$ cat config.mk
export PLATFORM = sky130hd
export DESIGN_NAME = lcd_cmd_sched_flat
export DESIGN_NICKNAME = d
export VERILOG_FILES = /design/src/rtl/lcd_cmd_sched_if.sv /design/src/rtl/lcd_cmd_sched.sv /design/src/flat_wrapper.sv
export SDC_FILE = /design/constraint.sdc
export NUM_CORES = 1
export LEC_CHECK = 0
export ABC_AREA = 1
export BUFFER_PORTS_ARGS = -buffer_cell sky130_fd_sc_hd__buf_2
export CORE_ASPECT_RATIO = 1.2
export CORE_MARGIN = 8
export CORE_UTILIZATION = 38
export CTS_CLUSTER_DIAMETER = 30
export DETAILED_ROUTE_END_ITERATION = 12
export PLACE_DENSITY = 0.67
export SYNTH_ARGS = -nofsm -noshare
export SYNTH_HDL_FRONTEND = slang
export SYNTH_SLANG_ARGS = --single-unit
$ cat constraint.sdc
create_clock -name clk -period 2.65 [get_ports clk]
set_input_delay 0.265 -clock clk [delete_from_list [all_inputs] [get_ports clk]]
set_output_delay 0.265 -clock clk [all_outputs]
set_load 0.02 [all_outputs]
$ cat src/rtl/lcd_cmd_sched_if.sv
// rtl/lcd_cmd_sched_if.sv - host command and LCD controller handshake bundle
interface lcd_cmd_sched_if;
   logic [2:0] host_cmd;
   logic       host_valid;
   logic       host_ready;
   logic [2:0] lcd_cmd;
   logic       lcd_cmd_valid;
   logic       lcd_busy;
   logic       lcd_done;

   // Scheduler side: accepts host commands, drives the controller command port
   modport slave (
      input  host_cmd,
      input  host_valid,
      output host_ready,
      output lcd_cmd,
      output lcd_cmd_valid,
      input  lcd_busy,
      input  lcd_done
   );

   // Environment side: host source plus LCD controller
   modport master (
      output host_cmd,
      output host_valid,
      input  host_ready,
      input  lcd_cmd,
      input  lcd_cmd_valid,
      output lcd_busy,
      output lcd_done
   );
endinterface

$ cat src/rtl/lcd_cmd_sched.sv
// rtl/lcd_cmd_sched.sv - buffers host commands and issues them to the LCD controller one at a time
module lcd_cmd_sched #(
   parameter int DEPTH = 8,
   parameter int CW    = 4
) (
   input  logic          clk,
   input  logic          reset,
   lcd_cmd_sched_if.slave bus,
   output logic [CW-1:0] fifo_count,
   output logic [7:0]    issued_cnt,
   output logic          sched_done
);
   localparam int AW = $clog2(DEPTH);

   typedef enum logic [2:0] {
      IDLE      = 3'd0,
      ISSUE     = 3'd1,
      GUARD     = 3'd2,
      WAIT      = 3'd3,
      WAIT_DONE = 3'd4,
      FIN       = 3'd5
   } state_t;

   state_t        state;
   state_t        state_nx;
   logic [2:0]    mem [DEPTH];
   logic [AW-1:0] wr_ptr;
   logic [AW-1:0] rd_ptr;
   logic [CW-1:0] count;
   logic          wr_seen;
   logic          full;
   logic          empty;
   logic          push;
   logic          pop;

   assign full  = (count == CW'(DEPTH));
   assign empty = (count == '0);

   // Once a WRITE is queued the script is complete, so the host is shut out
   assign bus.host_ready    = !full && !wr_seen && (state != FIN);
   assign push              = bus.host_valid && bus.host_ready;
   assign pop               = (state == IDLE) && !empty && !bus.lcd_busy;
   assign bus.lcd_cmd_valid = (state == ISSUE);
   assign sched_done        = (state == FIN);
   assign fifo_count        = count;

   // State register
   always_ff @(posedge clk or negedge reset) begin
      if (!reset) state <= IDLE;
      else        state <= state_nx;
   end

   // Next-state decode; GUARD deliberately ignores busy for the cycle before the controller raises it
   always_comb begin
      state_nx = state;
      case (state)
         IDLE:      if (pop) state_nx = ISSUE;
         ISSUE:     state_nx = (bus.lcd_cmd == 3'd0) ? WAIT_DONE : GUARD;
         GUARD:     state_nx = WAIT;
         WAIT:      if (!bus.lcd_busy) state_nx = IDLE;
         WAIT_DONE: if (bus.lcd_done) state_nx = FIN;
         FIN:       state_nx = FIN;
         default:   state_nx = IDLE;
      endcase
   end

   // Command storage; contents need no reset since count gates every read
   always_ff @(posedge clk) begin
      if (push) mem[wr_ptr] <= bus.host_cmd;
   end

   // FIFO pointers, occupancy and the WRITE-seen flag
   always_ff @(posedge clk or negedge reset) begin
      if (!reset) begin
         wr_ptr  <= '0;
         rd_ptr  <= '0;
         count   <= '0;
         wr_seen <= 1'b0;
      end else begin
         if (push) wr_ptr <= wr_ptr + AW'(1);
         if (pop)  rd_ptr <= rd_ptr + AW'(1);
         case ({push, pop})
            2'b10:   count <= count + CW'(1);
            2'b01:   count <= count - CW'(1);
            default: count <= count;
         endcase
         if (push && (bus.host_cmd == 3'd0)) wr_seen <= 1'b1;
      end
   end

   // Head-of-queue command register; holds its value outside ISSUE
   always_ff @(posedge clk or negedge reset) begin
      if (!reset)   bus.lcd_cmd <= 3'd0;
      else if (pop) bus.lcd_cmd <= mem[rd_ptr];
   end

   // Count of issue strobes, free-running modulo 256
   always_ff @(posedge clk or negedge reset) begin
      if (!reset)              issued_cnt <= 8'd0;
      else if (state == ISSUE) issued_cnt <= issued_cnt + 8'd1;
   end
endmodule

$ cat src/flat_wrapper.sv
// flat-port wrapper written by rule: the top's interface ports become plain ports
module lcd_cmd_sched_flat 
#(
   parameter int DEPTH = 8,
   parameter int CW    = 4
)
  (clk, reset, fifo_count, issued_cnt, sched_done, bus_host_cmd, bus_host_valid, bus_host_ready, bus_lcd_cmd, bus_lcd_cmd_valid, bus_lcd_busy, bus_lcd_done);
  lcd_cmd_sched_if bus_i ();
  input  logic clk;
  input  logic reset;
  output logic [CW-1:0] fifo_count;
  output logic [7:0] issued_cnt;
  output logic sched_done;
  input wire logic [$bits(bus_i.host_cmd)-1:0] bus_host_cmd;
  input wire logic [$bits(bus_i.host_valid)-1:0] bus_host_valid;
  output wire logic [$bits(bus_i.host_ready)-1:0] bus_host_ready;
  output wire logic [$bits(bus_i.lcd_cmd)-1:0] bus_lcd_cmd;
  output wire logic [$bits(bus_i.lcd_cmd_valid)-1:0] bus_lcd_cmd_valid;
  input wire logic [$bits(bus_i.lcd_busy)-1:0] bus_lcd_busy;
  input wire logic [$bits(bus_i.lcd_done)-1:0] bus_lcd_done;
  assign bus_i.host_cmd = bus_host_cmd;
  assign bus_i.host_valid = bus_host_valid;
  assign bus_host_ready = bus_i.host_ready;
  assign bus_lcd_cmd = bus_i.lcd_cmd;
  assign bus_lcd_cmd_valid = bus_i.lcd_cmd_valid;
  assign bus_i.lcd_busy = bus_lcd_busy;
  assign bus_i.lcd_done = bus_lcd_done;
  lcd_cmd_sched #(.DEPTH(DEPTH), .CW(CW)) u_core (.clk(clk), .reset(reset), .bus(bus_i), .fifo_count(fifo_count), .issued_cnt(issued_cnt), .sched_done(sched_done));
endmodule
==> metrics.md, run 1 <==
| Metric | Value |
|---|---|
| Status | completed |
| GR met3 Demand/Resource | under 10% |
| HP Class | input pin to flip-flop |
| Cts-stage hold buffer count | 1 |
| Worst slew pin tran | 0.5722 ns |
| Power Total | around 1600 uW |
| Max Fclk | roughly 470 MHz |
| Crit share post-route | between 80% and 90% |
| Register area share after synthesis | between 50 and 60% |
| # rows | 32 |
| Crit path max fanout | 9 |
| Post-CTS Setup Repair Bufs | 0 |
| Port Buf Inserts | 25 |
| Nets | about 320 |
| Routed Antenna Nets | 0 |
| Crit. End Element | flip-flop |
| Worst Skew | roughly 0.0043 ns |
| Largest stage delay, worst path | roughly 0.43 ns |
| Initial antenna violation count | 0 |
| CTS tree | built |
| Post-Place Cells | approximately 380 |
| Max-Cap Viols | 0 |
| Mean Syn Cell Area | 8.972 um^2 |
| Met1 Use GR | about an eighth |
| Die H | 103.5 um |
| Crit path time final | 2.127 ns |
| Via count | around 1800 |
| Non-filler cells, final | between 300 and 400 |
| Layout area overhead | 13.95% |
| Worst Path Arrival | 2.33 ns |
| Finish-stage setup viols | 0 |
| Die W | roughly 89 um |
| Starting Density | roughly two fifths |
| Post_cts resized | 0 |
| Slowest-stage cell, CP | dfrtp_1 |
| CP dominant cell by count | nand2_1 |
| Ant diodes | 0 |
| Setup TNS | 0 ns |
| CTS root buf | clkbuf_8 |
| Number of distinct library cells after synthesis | 27 |
| FF+latch count, synth | 49 |
| FF+latch area | approximately 1300 um^2 |
| Yosys warns | 0 |
| Layout cells sized above 1 | 14.95% |
| Initial DRC count | 69 |
| Core box area | approximately 6300 um^2 |
| Worst-case clock buffer depth | 2 |
| Post-DP HPWL | approximately 3500 um |
| GRT overflow | 0 |
| Footprint of the multi-input gates | ~890 um^2 |
| Met2 global-route usage | between 10% and 20% |
| DR vias/cell | about 4.6 |
| Worst IR Drop VDD | about 0.25 mV |
| First-pass iteration count of the detailed router | 4 |
| Synth Instances | 270 |
| Slew headroom | between 60% and 70% |
| Cell Area, Synth | about 2400 um^2 |
| Largest net degree at the start of global routing | 26 |
| Full die area | 9196 um^2 |
| Final wirelength | 4676 um |
| Placer's final routability congestion estimate | around 0.8 |
| Slew Limit Fails | 0 |
| Pwr per Cell Area | just under 600 nW/um^2 |
| Gr usage total | between 10 and 15% |
| CTS HTree Levels | 2 |
| Number of global-route vias before repair | approximately 1700 |
| I/O pins | 26 |
| Unrepaired setup endpoints after global routing | false |
| Top Usage Layer GRT | met2 |
| First-pass GRT wire length | between 7000 and 8000 um |
| Static Leak | around 0.0013 uW |
| Post-synth net total | approximately 290 |
| Worst EP required | approximately 2.9 ns |
| Startpoint types | flip-flop |
| Routed wire length per instance | 12.11 um |
| Hold Fails Final Rpt | 0 |
| Skew-Pair Late Insertion Delay | roughly 0.30 ns |
| Ordered list of cells on the worst path | inv_1, nand2_1, nor2_1, nor2_4, nand2_4, ha_1, ha_1, a21oi_1, nand2_1, nand2_1, nand2_1, nand2_1, nand2_1 |
| CTS Buf Count | 5 |
| TritonCTS Sinks | 49 |
| Fillers | roughly 630 |
| Clock Pin Slew Worst Setup and Hold Paths | approximately 0.09 ns |
| # DRC | 0 |
| Critical setup path kind | flip-flop to flip-flop |
-- routing by layer --
metal  vias to the layer above  wire [um]
li1                        915          -
met1                       839       1974
met2                        26       2408
met3                         6        206
met4                         0         87
met5                         -          0
-- placed cells by master (no fill, tap or decap), drive strengths merged, types with 6 or more instances in the layout --
master / Yosys / routed
ha: 6 / 6
dfrtp: 25 / 25
inv: 44 / 44
nand2: 87 / 87
o21ai: 8 / 8
buf: 2 / 25
nor2: 21 / 21
nand3: 34 / 34
edfxtp: 24 / 24
-- synth_stat cells --
master | count | area, um^2
a21oi_1 | 1 | 5.000
buf_2 | 2 | 10.01
clkbuf_1 | 1 | 3.750
dfrtp_1 | 25 | 625.6
edfxtp_1 | 24 | 720.7
fa_1 | 1 | 20.02
ha_1 | 6 | 75.07
inv_1 | 40 | 150.1
inv_2 | 3 | 11.26
inv_4 | 1 | 6.260
nand2_1 | 85 | 319.1
nand2_4 | 2 | 22.52
nand3_1 | 31 | 155.2
nand3_2 | 2 | 20.02
nand3_4 | 1 | 17.52
nand3b_1 | 2 | 15.01
nand4_1 | 3 | 18.77
nor2_1 | 19 | 71.32
nor2_2 | 1 | 6.260
nor2_4 | 1 | 11.26
nor3_1 | 1 | 5.000
nor3_2 | 1 | 10.01
o21ai_0 | 7 | 35.03
o21ai_2 | 1 | 8.760
o311ai_0 | 1 | 8.760
xnor2_1 | 3 | 26.28
xor2_1 | 5 | 43.79
-- path summary, 6_finish.rpt --
check	start	to	slack (ns)	depth (start not counted)
max	u_core.fifo_count[0]$_DFFE_PN0P_	u_core.fifo_count[3]$_DFFE_PN0P_	0.52	13
min	bus_lcd_busy	u_core.state[0]$_DFFE_PN0P_	0.27	3
max reg2reg	u_core.fifo_count[0]$_DFFE_PN0P_	u_core.fifo_count[3]$_DFFE_PN0P_	0.52	13
min reg2reg	u_core.wr_seen$_DFFE_PN0P_	u_core.wr_seen$_DFFE_PN0P_	0.49	2
max in group asynchronous	reset	u_core.fifo_count[3]$_DFFE_PN0P_	1.78	2
min in group asynchronous	reset	u_core.issued_cnt[6]$_DFFE_PN0P_	0.49	2
-- critical path, delay by kind of cell, from the launching register on --
family / cells / cell delay (ns)
buf+inv: 1 / 0.10
compound gates: 1 / 0.18
flops: 1 / 0.43
fa+ha+maj: 2 / 0.58
simple gates: 9 / 0.72
-- logic make-up (layout without fill, tap and decap cells) --
family / count (synthesis) / in the layout / synth area share (%)
adder cells (fa/ha/maj): 7 / 7 / 3.926
buffers and inverters: 47 / 78 / 7.490
AO/OA/AOI/OAI: 10 / 10 / 2.376
AND/OR/NAND/NOR: 149 / 149 / 27.74
XOR/XNOR: 8 / 8 / 2.893
flip-flops: 49 / 49 / 55.58
-- layout make-up --
cell class	instances	area share, %
Multi-Input combinational cell	174	32.41
Sequential cell	49	48.78
Inverter	44	6.074
Clock inverter	3	1.496
Tap cell	85	3.853
Timing Repair Buffer	26	4.896
Clock buffer	5	2.493
-- registers in the layout (all words and copies together), names as in the netlist --
signal / count
u_core.rd_ptr: 3
u_core.bus.lcd_cmd: 3
u_core.mem: 24
u_core.issued_cnt: 8
u_core.wr_ptr: 3
u_core.state: 3
u_core.wr_seen: 1
u_core.fifo_count: 4
-- through the flow --
step                      cell area [um^2]  utilization, %  worst slack, ns  hold WS (ns)
after global routing                  2760           43.91           0.2817        0.2741
after global placement                2640           42.00           0.5876        0.3067
after CTS                             2760           43.91           0.4988        0.2597
after floorplan                       2422               -           0.4713      -0.03059
after detailed placement              2640           42.00           0.5119        0.3024
final                                 2760           43.91           0.5232        0.2728
-- power breakdown --
group	internal, uW	switching (uW)	leakage, uW
clock	278	246	0.0000518
combinational	76.9	152	0.000750
sequential	835	51.9	0.000536
total	1190	450	0.00134
Note: power is estimated with default switching activity, not from simulation.
==> inputs of run 2 (changes only) <==
Settings changed: ABC_AREA 1 to 0, PLACE_DENSITY 0.67 to 0.69.
Clock period 2.65 ns to 1.9 ns, I/O delays scaled along.
==> run 2 against run 1 <==
The run now ends with setup timing left. Routed wire length down 7.5%. Sequential cell count is the same. Area after synthesis is 8.5% lower. Non-clock buffer count up 37. Final cell count shrank 26%. Clock power grew 21%. Maximum frequency shrank 1.5%. Critical path depth fell by 5. Sequential power grew 72%. Utilization increased by 8.6 points. Critical path type unchanged. Largest power group is now combinational logic.
==> metrics.md, run 2 <==
| Metric | Value |
|---|---|
| Status | finished with violations |
| Failing checks | setup timing |
| Min-delay src | bus_lcd_done |
| Routed Antenna Nets | 0 |
| M1 WL | 1651 um |
| Ant diodes | 0 |
| Static Leak | between 0.001 and 0.0015 uW |
| Slowest-stage cell, CP | or4_4 |
| FF-to-FF Start | u_core.fifo_count[2]$_DFFE_PN0P_ |
| Routed wire length per instance | roughly 15 um |
| Via count | 1446 |
| Largest Register | u_core.mem |
| CTS Buf Count | 5 |
| Mean Syn Cell Area | approximately 14 um^2 |
| Commonest non-fill, non-tap cells in the layout | buf_4, buf_2, edfxtp_1 |
| Die W | approximately 86 um |
| Finish-stage setup viols | 30 |
| Max Fclk | 463.1 MHz |
| Non-filler cells, final | approximately 290 |
| Port Buf Inserts | 25 |
| Final wirelength | 4327 um |
| DR vias/cell | 5.038 |
| Crit share post-route | 113.7% |
| Worst IR Drop VDD | approximately 0.84 mV |
| Core box area | roughly 5600 um^2 |
| CTS tree | built |
| Pwr per Cell Area | 1321 nW/um^2 |
| Critical setup path kind | flip-flop to flip-flop |
| Startpoint types | flip-flop |
| Largest area contributor in the netlist | edfxtp_1 |
| Largest cells by area after synthesis | edfxtp_1, dfrtp_1, mux4_2 |
| Largest stage delay, worst path | ~0.55 ns |
| Full die area | about 8500 um^2 |
| Yosys warns | 0 |
| Hold path cells | 3 |
| Worst EP required | between 2 and 2.5 ns |
| Ys flop type | dfrtp_1 |
| Crit path time final | ~2.2 ns |
| Initial antenna violation count | 0 |
| Post-Place Cells | roughly 270 |
| Number of global-route vias before repair | around 1400 |
| Nets | around 240 |
| Hold Fails Final Rpt | 0 |
| Worst Path Arrival | ~2.4 ns |
| Routed met3 length | 120 um |
| Top cell type's share of synthesized area | about a third |
| Commonest non-fill, non-tap cell in the layout | buf_4 |
| Fillers | between 400 and 500 |
| Power Total | approximately 3900 uW |
| Register area share after synthesis | 60.76% |
| Slew headroom | 62.27% |
| Largest net degree at the start of global routing | 26 |
| Gr usage total | under 10% |
| # DRC | 0 |
| Layout area overhead | 33.43% |
| Starting Density | 39.36% |
| Crit Reg-Reg Endpoint | u_core.fifo_count[3]$_DFFE_PN0P_ |
| WL met2 | ~2500 um |
| Max-Cap Viols | 0 |
| Top cells by count, synth | dfrtp_1, edfxtp_1, nand2_1, inv_1, xnor2_1 |
| TritonCTS Sinks | between 40 and 50 |
| Worst slew pin tran | approximately 0.57 ns |
| # rows | 30 |
| Unrepaired setup endpoints after global routing | true |
| Synth Instances | between 150 and 200 |
| Cell Area, Synth | ~2200 um^2 |
| Count leader, synth | dfrtp_1 |
| Setup slack, reg-to-reg | -0.26 ns |
| Hold EP | u_core.state[0]$_DFFE_PN0P_ |
| Placer's final routability congestion estimate | 0.7662 |
| First-pass GRT wire length | about 6600 um |
| Layout cells sized above 1 | about 46% |
| CTS root buf | clkbuf_8 |
| Worst Skew | around 0.011 ns |
| Initial DRC count | 52 |
| Crit path max fanout | 4 |
| Post-DP HPWL | roughly 3000 um |
| Dpl ws | -0.3290 ns |
| Clock Pin Slew Worst Setup and Hold Paths | 0.09 ns |
| FF+latch count, synth | just under 50 |
| Worst-case clock buffer depth | 2 |
| Max Used Layer | met4 |
| EDFF count, synth | 24 |
| Slew Limit Fails | 0 |
| Number of distinct library cells after synthesis | 38 |
| HP Class | input pin to flip-flop |
| Post-synth net total | 174 |
| Die H | about 100 um |
| Reg2Reg Depth | 8 |
| Ys async rst share | between 50% and 60% |
| GRT overflow | 0 |
| Setup slack after layout | -0.2594 ns |
| First-pass iteration count of the detailed router | 4 |
| Ordered list of cells on the worst path | or4_4, nand2_4, inv_4, ha_4, ha_1, a21oi_4, o21ai_1, o311ai_1 |
| CTS HTree Levels | 2 |
| Skew-Pair Late Insertion Delay | 0.30 ns |
| Max FFs per register | 24 |
| Crit. End Element | flip-flop |
| I/O pins | 26 |
==> run 2: repair_timing <==
| item | CTS | global route |
|---|---|---|
| pin swaps | 7 | 6 |
| hold endpoints to repair | 25 | 0 |
| setup buffers | 3 | 10 |
| cloned | 0 | 0 |
| endpoints found under the setup margin | 3 | 16 |
| gates resized for setup | 9 | 25 |
| hold buffers | 1 | 0 |
==> run 2: metrics by stage <==
| step | setup TNS (ns) | hold slack [ns] | cell area [um^2] | utilization, % |
|---|---|---|---|---|
| after floorplan | -2.326 | -0.1056 | 2261 | - |
| after global placement | -0.3255 | 0.2150 | 2610 | 46.36 |
| after detailed placement | -0.5126 | 0.2265 | 2610 | 46.36 |
| after CTS | -0.5150 | 0.1724 | 2759 | 49.00 |
| after global routing | -7.487 | 0.1854 | 2957 | 52.51 |
| final | -5.057 | 0.1848 | 2957 | 52.51 |
==> run 2: logic make-up (layout without fill, tap and decap cells) <==
| family | count (synthesis) | after routing | share of synthesized area, % |
|---|---|---|---|
| compound gates | 14 | 14 | 4.348 |
| xor+xnor | 13 | 13 | 5.138 |
| fa+ha+maj | 7 | 7 | 4.291 |
| buf+inv | 18 | 82 | 3.783 |
| flops | 49 | 49 | 60.76 |
| mux | 12 | 12 | 8.922 |
| simple gates | 46 | 46 | 12.76 |
==> run 2: worst max-delay path by stage <==
| stage | startpoint | end |
|---|---|---|
| floorplan | u_core.state[1]$_DFFE_PN0P_ | u_core.fifo_count[3]$_DFFE_PN0P_ |
| global placement | u_core.fifo_count[1]$_DFFE_PN0P_ | u_core.fifo_count[3]$_DFFE_PN0P_ |
| detailed placement | u_core.fifo_count[1]$_DFFE_PN0P_ | u_core.fifo_count[3]$_DFFE_PN0P_ |
| CTS | u_core.fifo_count[2]$_DFFE_PN0P_ | u_core.fifo_count[3]$_DFFE_PN0P_ |
| global route | u_core.fifo_count[2]$_DFFE_PN0P_ | u_core.fifo_count[3]$_DFFE_PN0P_ |
| finish | u_core.fifo_count[2]$_DFFE_PN0P_ | u_core.fifo_count[3]$_DFFE_PN0P_ |
==> run 2: layer usage <==
metal / vias to the layer above / global-route usage, %
met3: 6 / 2.228
met1: 718 / 9.929
met5: - / 0
met2: 18 / 18.24
li1: 704 / -
met4: 0 / 5.811
==> run 2: layout make-up <==
| type | count | area (um^2) | area share (%) |
|---|---|---|---|
| Tap cell | 64 | 80.08 | 2.708 |
| Clock inverter | 1 | 6.256 | 0.2116 |
| Inverter | 11 | 46.29 | 1.566 |
| Sequential cell | 49 | 1350 | 45.66 |
| Timing Repair Buffer | 63 | 445.4 | 15.07 |
| Multi-Input combinational cell | 92 | 942.2 | 31.87 |
| Clock buffer | 7 | 86.33 | 2.920 |
==> run 2: critical path: cells and delay by family (launching register included) <==
family | cells | cell delay (ns)
AO/OA/AOI/OAI | 3 | 0.50
adder cells (fa/ha/maj) | 2 | 0.47
buffers and inverters | 1 | 0.04
flip-flops | 1 | 0.41
AND/OR/NAND/NOR | 2 | 0.64
==> run 2: report_power, final <==
group	switching, uW	total (uW)	internal [uW]
Combinational	867	1740	876
Sequential	222	1530	1310
Clock	335	633	297
Total	1420	3910	2480
==> inputs of run 3 (changes only) <==
Settings changed: RECOVER_POWER set to 25, REMOVE_ABC_BUFFERS set to 1.
==> run 3 against run 2 <==
The flow still finishes with violations (setup timing). Register-to-register slack worse by 0.05 ns. Utilization down 1.7 points. Routed wire length shrank 3.4%. Sequential cell count unchanged. Largest power group unchanged. Highest routed layer unchanged.
==> metrics.md, run 3 (synthesis gave the netlist of run 2 again) <==
| Metric | Value |
|---|---|
| Placer's final routability congestion estimate | between 0.7 and 0.8 |
| Finish-stage setup viols | 3 |
| Nets | 232 |
| CTS root buf | clkbuf_8 |
| Routed Antenna Nets | 0 |
| Worst-case clock buffer depth | 2 |
| HP Class | input pin to flip-flop |
| Power Total | approximately 4000 uW |
| Largest net degree at the start of global routing | 26 |
| Gr usage total | 10.42% |
| Routed wire length per instance | between 10 and 15 um |
| Pwr per Cell Area | about 1400 nW/um^2 |
| I/O pins | 26 |
| Failing checks | setup timing |
| Commonest non-fill, non-tap cell in the layout | buf_4 |
| Critical setup path kind | flip-flop to flip-flop |
| Dpl ws | -0.5418 ns |
| Status | finished with violations |
| # rows | 30 |
| GRT overflow | 0 |
| First-pass GRT wire length | slightly above 7000 um |
| Setup TNS | -0.7017 ns |
| Layout cells sized above 1 | around 40% |
| Worst Skew | ~0.0068 ns |
| Fillers | around 490 |
| Port Buf Inserts | 25 |
| Worst slew pin tran | between 1 and 1.5 ns |
| Slew Limit Fails | 0 |
| Commonest non-fill, non-tap cells in the layout | buf_4, dfrtp_1, edfxtp_1 |
| Post-DP HPWL | 2963 um |
| Max-Cap Viols | 0 |
| Layout area overhead | 29.14% |
| # DRC | 0 |
| Crit. End Element | flip-flop |
| Core box area | between 5000 and 6000 um^2 |
| CTS Buf Count | 5 |
| Clock Pin Slew Worst Setup and Hold Paths | 0.09 ns |
| First-pass iteration count of the detailed router | 4 |
| Crit share post-route | 116.3% |
| Worst IR Drop VDD | between 1 and 1.5 mV |
| CTS tree | built |
| Ant diodes | 0 |
| Die W | 85.71 um |
| Max FFs per register | 24 |
| Initial DRC count | 50 |
| CTS HTree Levels | 2 |
| Slew headroom | roughly a tenth |
| Die H | between 90 and 100 um |
| Setup slack after layout | -0.3105 ns |
| Crit path max fanout | 3 |
| Worst Path Arrival | ~2.4 ns |
| Placed cell area | about 2600 um^2 |
| Setup slack, reg-to-reg | -0.31 ns |
| Design area | between 2000 and 3000 um^2 |
| Via count | roughly 1500 |
| Worst EP required | ~2.1 ns |
| Largest Register | u_core.mem |
| Skew-Pair Late Insertion Delay | about 0.3 ns |
| Initial antenna violation count | 0 |
| Full die area | between 8000 and 9000 um^2 |
| Hold Fails Final Rpt | 0 |
| Crit path time final | 2.210 ns |
| Startpoint types | flip-flop |
| TritonCTS Sinks | 49 |
| DR vias/cell | approximately 5.2 |
| Final wirelength | between 4000 and 5000 um |
| Max Fclk | ~450 MHz |
| Static Leak | ~0.0012 uW |
| Unrepaired setup endpoints after global routing | true |
| Number of global-route vias before repair | approximately 1600 |
| Starting Density | around two fifths |
run 3: path summary, 6_finish.rpt:
check | depth (start not counted) | to | startpoint
setup / recovery | 10 | u_core.fifo_count[3]$_DFFE_PN0P_ | u_core.fifo_count[1]$_DFFE_PN0P_
hold / removal | 3 | u_core.wr_ptr[2]$_DFFE_PN0P_ | bus_host_valid
setup reg to reg | 10 | u_core.fifo_count[3]$_DFFE_PN0P_ | u_core.fifo_count[1]$_DFFE_PN0P_
hold reg to reg | 1 | u_core.issued_cnt[7]$_DFFE_PN0P_ | u_core.issued_cnt[7]$_DFFE_PN0P_
max in group asynchronous | 2 | u_core.bus.lcd_cmd[0]$_DFFE_PN0P_ | reset
min in group asynchronous | 2 | u_core.issued_cnt[1]$_DFFE_PN0P_ | reset
run 3: area by class of cell:
| type | count | area, um^2 | share of cell area, % |
|---|---|---|---|
| sequential | 49 | 1346 | 47.05 |
| multi-input combinational | 92 | 892.1 | 31.18 |
| timing repair buffer | 58 | 389.1 | 13.60 |
| tap | 64 | 80.08 | 2.798 |
| clock buffer | 5 | 68.82 | 2.405 |
| inverter | 11 | 43.79 | 1.530 |
| clock inverter | 3 | 41.29 | 1.443 |
run 3: timing repair:
item,CTS,global route
hold buffers,1,0
pin swaps,11,10
hold endpoints to repair,25,0
setup buffers,6,2
endpoints found under the setup margin,3,16
resized for setup,18,11
run 3: metrics by stage:
| stage | std cells | util [%] | hold WS, ns |
|---|---|---|---|
| 3_5_place_dp | 267 | 45.71 | 0.2201 |
| 2_1_floorplan | 152 | - | -0.1056 |
| 4_1_cts | 282 | 50.02 | 0.1679 |
| 3_3_place_gp | 267 | 45.71 | 0.2105 |
| 6_report | 282 | 50.82 | 0.1769 |
| 5_1_grt | 282 | 50.82 | 0.1651 |
run 3: per-layer routing:
layer	global-route usage (%)	wire, um	part of all wire, %	vias to the layer above
met5	0	0	0	-
li1	-	-	-	695
met4	5.270	101	2.4	0
met3	2.063	108	2.6	12
met2	19.92	2286	55	33
met1	10.25	1683	40	714
run 3: worst max-delay path, cell delays in order (launching register included):
cell	delay, ns
dfrtp_1	0.38
or4_4	0.56
nand2_4	0.10
inv_4	0.04
ha_4	0.18
buf_6	0.12
buf_6	0.11
buf_6	0.11
nor4_2	0.22
nand4b_1	0.16
o311ai_2	0.10
run 3: where the power goes:
part           total (uW)  switching [uW]  internal (uW)
Clock                 721             334            387
Sequential           1530             228           1300
Combinational        1740             864            873
Total                3990            1430           2560
